### src/rtl/reg_write_arbiter.sv
// Register-file write-port owner: boot-value init pass, then
// round-robin sharing between ALU and load writeback.
module reg_write_arbiter #(
  parameter int DATA_W = 16,
  parameter int ADDR_W = 4,
  parameter int NREGS  = 16
) (
  input  logic              clk,
  input  logic              rst,
  input  logic              req0_valid,
  input  logic [ADDR_W-1:0] req0_addr,
  input  logic [DATA_W-1:0] req0_data,
  output logic              req0_ready,
  input  logic              req1_valid,
  input  logic [ADDR_W-1:0] req1_addr,
  input  logic [DATA_W-1:0] req1_data,
  output logic              req1_ready,
  output logic              init_done,
  output logic              Load,
  output logic [ADDR_W-1:0] Caddr,
  output logic [DATA_W-1:0] C
);

  typedef enum logic {INIT, RUN} state_t;

  state_t            state;
  logic [ADDR_W-1:0] cnt;
  logic              last;

  logic              run_ok;
  logic              gnt0;
  logic              gnt1;
  logic [ADDR_W-1:0] gaddr;
  logic [DATA_W-1:0] gdata;

  function automatic logic [DATA_W-1:0] boot(
    input logic [ADDR_W-1:0] a
  );
    logic [DATA_W-1:0] v;
    v = '0;
    if (a == ADDR_W'(1)) v = DATA_W'(1);
    if (a == ADDR_W'(2)) v = DATA_W'(2);
    if (a == ADDR_W'(5)) v = DATA_W'(1);
    return v;
  endfunction

  // last==1 means req1 won most recently, so req0 has priority
  always_comb begin
    run_ok = !rst && (state == RUN);
    gnt0   = run_ok && req0_valid &&
             (!req1_valid || last);
    gnt1   = run_ok && req1_valid &&
             (!req0_valid || !last);
    gaddr  = gnt1 ? req1_addr : req0_addr;
    gdata  = gnt1 ? req1_data : req0_data;
  end

  assign req0_ready = gnt0;
  assign req1_ready = gnt1;

  always_ff @(posedge clk) begin
    if (rst) begin
      state     <= INIT;
      cnt       <= '0;
      last      <= 1'b1;
      Load      <= 1'b0;
      Caddr     <= '0;
      C         <= '0;
      init_done <= 1'b0;
    end else begin
      unique case (state)
        INIT: begin
          Load  <= 1'b1;
          Caddr <= cnt;
          C     <= boot(cnt);
          cnt   <= cnt + ADDR_W'(1);
          if (cnt == ADDR_W'(NREGS - 1))
            state <= RUN;
        end
        RUN: begin
          init_done <= 1'b1;
          Load      <= 1'b0;
          if (gnt0 || gnt1) begin
            last <= gnt1;
            // $zero: retire the request, suppress the write
            if (gaddr != '0) begin
              Load  <= 1'b1;
              Caddr <= gaddr;
              C     <= gdata;
            end
          end
        end
        default: state <= INIT;
      endcase
    end
  end

endmodule

### config.mk
export PLATFORM = sky130hd
export DESIGN_NAME = reg_write_arbiter
export DESIGN_NICKNAME = d
export VERILOG_FILES = /design/src/rtl/reg_write_arbiter.sv
export SDC_FILE = /design/constraint.sdc
export NUM_CORES = 1
export LEC_CHECK = 0
export BUFFER_PORTS_ARGS = -buffer_cell sky130_fd_sc_hd__buf_2
export CORE_ASPECT_RATIO = 0.5
export CORE_MARGIN = 5
export CORE_UTILIZATION = 46
export DETAILED_ROUTE_END_ITERATION = 6
export PLACE_DENSITY = 0.79
export SYNTH_ARGS = -nofsm -noshare
export SYNTH_HDL_FRONTEND = slang
export SYNTH_SLANG_ARGS = --single-unit
### constraint.sdc
create_clock -name clk -period 1.8 [get_ports clk]
set_input_delay 0.36 -clock clk [delete_from_list [all_inputs] [get_ports clk]]
set_output_delay 0.36 -clock clk [all_outputs]
set_load 0.02 [all_outputs]
; Word level (Yosys, flattened, before mapping)
; Cells that the tools add are included.
[word_totals]
reg_bits = 28
out_inout_bits = 24
word_cells = 46
[op_classes]
add_sub_neg = 1
eq_ne = 6
muxes = 16
n_bitwise = 1
n_reduce_logical = 15
[ops]
columns = op, n
row1 = $mux W16, 5
row2 = $pmux W16 S2, 1
row3 = $mux W4, 3
row4 = $pmux W4 S2, 1
row5 = $logic_and A1 B1 Y1, 5
row6 = $mux W1, 5
row7 = $add A4 B1 Y4 const B, 1
row8 = $eq A4 B1 Y1 const B, 1
row9 = $eq A4 B2 Y1 const B, 1
row10 = $eq A4 B3 Y1 const B, 1
row11 = $eq A4 B4 Y1 const B, 1
row12 = $logic_not A1 Y1, 4
row13 = $ne A2 B1 Y1 const B, 2
row14 = $reduce_and A2 Y1, 2
row15 = $reduce_bool A4 Y1, 1
row16 = $logic_or A1 B1 Y1, 3
row17 = $pmux W1 S2, 1
row18 = $not A1 Y1, 1

; Depth between registers and ports, before layout
[logic_depth]
word_depth = 9
ltp_mapped = 7
ltp_nobuf = 6

; Worst setup path before layout
; OpenSTA, ideal clock, no wires.
[synth_path]
kind = input to output
from = input port rst
to = output port req0_ready
t_arrival_ns = 1.429
required_time_ns = 1.440
setup_slack_ns = 0.011
path_stages = 5
path_cell_list = buf_2 nor2b_1 buf_2 clkbuf_1 and3_1
[synth_via]
elab_chain_cells = 4
[synth_rtl]
columns = item, line_no
row1 = "start, declared", 9  ; input logic rst,
row2 = $logic_not A1 Y1, 49  ; run_ok = !rst && (state == RUN);
row3 = $logic_and A1 B1 Y1, 49
row4 = $logic_and A1 B1 Y1 (2 in series), 50  ; gnt0 = run_ok && req0_valid &&
row5 = "end, declared", 13  ; output logic req0_ready,
; No other way between the ends.

; Worst setup path in the final report
[layout_path]
from = register last
to = output port req1_ready
[layout_via]
elab_chain_cells = 3
[layout_rtl]
columns = item, line_no
row1 = "start, declared", 28  ; logic last;
row2 = "start signal, assigned", 84  ; last <= gnt1;
row3 = $logic_not A1 Y1, 53  ; (!req0_valid || !last);
row4 = $logic_or A1 B1 Y1, 53
row5 = $logic_and A1 B1 Y1, 52  ; gnt1 = run_ok && req1_valid &&
row6 = "end, declared", 17  ; output logic req1_ready,
; No other way between the ends.

==> qor.yml <==
yosys:
  synthFlopType: "dfxtp_1"
  synth.avg_cell_area_um2: 8.341
  synth_fp_nets: 224
  ys_top_cells_by_area: "dfxtp_1 (38%), a21oi_1 (7.8%), a311oi_1 (5.9%)"
  syn_inst: 177
  synth_cell_types: 37
  ys_warn_count: 0
  yosysSeqAreaShare_pct: 37.97
  synth_edf_count: 0
  syn_area_um2: 1476
  synth_top_cell_area_share_pct: 37.97
  synth-seq-cells: 28
  async_reset_ff_share_pct: 0
  synthTopCellsByCount: "dfxtp_1 (28), a21oi_1 (23), nand2_1 (16), nor2_1 (12), clkbuf_1 (11)"
  synth_area_leader_cell: "dfxtp_1"
  yosysMostFrequentCell: "dfxtp_1"
finish:
  diodes: 0
  stdcell_count: 290
  final_core_util_pct: 66.67
  layout-drive-gt1-share_pct: 40.40
  nFillCells: 269
  area_growth_pct: 37.63
  finalNetCount: 298
setup_path:
  critPathKind: "reg2out"
  critical-path-max-stage-delay_ps: 370
  worstPathRequired_ps: 1440
  slowest_stage: "dfxtp_1"
  cp-end-kind: "output pin"
  crit_path_cell_trace: "a21boi_4, nand2_4, buf_4, inv_1, buf_2"
  cp.arrival_ps: 1340
  start_kind: "flop"
  path_max_fanout: 7
timing:
  rsz0062_at_grt: "no"
  tns_ps: 0
  finalCritPeriodShare_pct: 94.29
  postLayoutSetupSlackWorst_ps: 102.8
  finalHoldViolations: 0
  period_minus_slack_ps: 1697
  slew_headroom_pct: 72.87
  timing.fmax_ghz: 0.5892
  drv_slew: 0
  fin_skew_ps: 1.890
  tightest_slew_ps: 396.7
  setup_viol: 0
floorplanning:
  dieWidth_um: 90.12
  dieArea_um2: 4511
  die_y_um: 50.06
  initial_core_util_pct: 48.44
  core_area_um2: 3048
  num_rows: 14
  ios: 68
global_routing:
  antenna_found_initial: 0
  grt.total_usage_pct: 17.88
  grt_pass1_wl_um: 6782
  use_met2_pct: 30.95
  grt_pass1_vias: 1488
  grt_remaining_overflow: 0
  grt_busiest_layer: "met2"
  use_met3_pct: 4.255
  grt_max_degree: 40
  use_met1_pct: 22.52
cts:
  cts-root-buf: "clkbuf_8"
  clock-sinks: 28
  cts_hold_buffers: 0
  clk_latency_ps: 280
  h-tree-depth: 1
  cts.clk_slew.worst_paths_ps: 90
  cts_tree: "done"
  cts_buffers: 3
  cts_buffer_depth: 2
status:
  outcome: "completed"
routing:
  first_iter_violations: 63
  vias: 1611
  post_drt_wl_per_cell_um: 14.77
  drc: 0
  wirelength_um: 4282
  ant_nets: 0
  vias_per_cell: 5.555
  drt_pre_antenna_iters: 4
hold_path:
  hp-class: "in2reg"
run:
  cap_violations: 0
place:
  dp_hpwl_um: 3025
  placed_cells: 283
  io_buffers: 67
  dpl_worst_slack_ps: -73.80
  routabilityCongestion: 0.7872
power_and_ir_drop:
  max-vdd-ir-drop_mv: 0.4466
  power_density_nw_per_um2: 596.3
  static-leakage-power_nw: 0.9507
-- final cells by class --
cell class                      count  area, um^2  share of cell area, %
Sequential cell                    28       560.5                  27.59
Tap cell                           40       50.05                  2.463
Clock buffer                        4       55.05                  2.709
Timing Repair Buffer               85       500.5                  24.63
Inverter                            4       15.01                 0.7389
Multi-Input combinational cell    129       850.8                  41.87
-- where the power goes --
part | switching [mW] | internal, mW | total, mW | leakage, nW
Combinational | 0.0870 | 0.0841 | 0.171 | 0.695
Sequential | 0.0131 | 0.633 | 0.646 | 0.227
Clock | 0.198 | 0.196 | 0.395 | 0.0288
Total | 0.299 | 0.913 | 1.21 | 0.951
-- cell usage in the layout, fill, tap and decap left out, types with 2 or more instances in the layout --
cell type  synthesis  routed
mux2_2             2       2
nor2b_1            3       2
o221a_2            2       2
nand2b_1           4       4
a21oi_1           23      23
nand2_1           16      15
clkbuf_8           0       4
dfxtp_1           28      28
a31oi_1            4       4
buf_2              4      67
inv_1              4       4
buf_4              0      16
o211ai_1          10      10
ha_1               3       3
a311oi_1          10      10
nor2_1            12      12
xor2_1             2       2
nand3_1           10      10
and3_1             9       9
nand4b_1           2       2
-- path summary, 6_finish.rpt --
path	start	to	slack (ps)	cells past startpoint
setup reg to reg	last	C[8]	130	7
setup / recovery	last	req1_ready	100	5
hold / removal	req0_data[9]	C[9]	340	3
hold reg to reg	init_done	init_done	480	2
-- cell families (layout without fill, tap and decap cells) --
family / count (synthesis) / in the layout / share of synthesized area [%]
compound gates: 59 / 59 / 28.31
xor+xnor: 3 / 3 / 1.780
fa+ha+maj: 3 / 3 / 2.543
buf+inv: 20 / 93 / 5.932
flops: 28 / 28 / 37.97
mux: 3 / 3 / 2.203
simple gates: 61 / 61 / 21.27
-- registers in the layout, indices dropped and copies added (netlist names) --
| signal | count |
|---|---|
| C | 16 |
| Caddr | 4 |
| cnt | 4 |
| Load | 1 |
| init_done | 1 |
| last | 1 |
| state | 1 |
-- layer usage --
layer | wire (um) | part of all wire [%]
met2 | 2145 | 50
met3 | 232 | 5.4
met1 | 1886 | 44
met4 | 17 | 0.40
met5 | 0 | 0
-- metrics by stage --
step | cell area, um^2 | power (mW) | hold slack, ps
floorplan | 1476 | 0.7401 | 523.6
global placement | 1917 | 0.8206 | 443.2
detailed placement | 1917 | 0.8241 | 458.9
CTS | 1989 | 1.213 | 339.9
global route | 2032 | 1.268 | 334.2
finish | 2032 | 1.212 | 343.0
-- critical path, delay by kind of cell, from the launching register on --
family | cells | cell delay (ps)
AOI/OAI and AO/OA | 1 | 220
buffers and inverters | 3 | 350
DFF | 1 | 370
and+or+nand+nor | 1 | 110
-- what timing repair did --
action,4_1_cts,5_1_grt
gates resized for setup,2,2
setup endpoints to repair,1,2
buffers inserted,1,1
cloned,0,1
pin swaps,1,0
(Power assumes the default switching activity.)
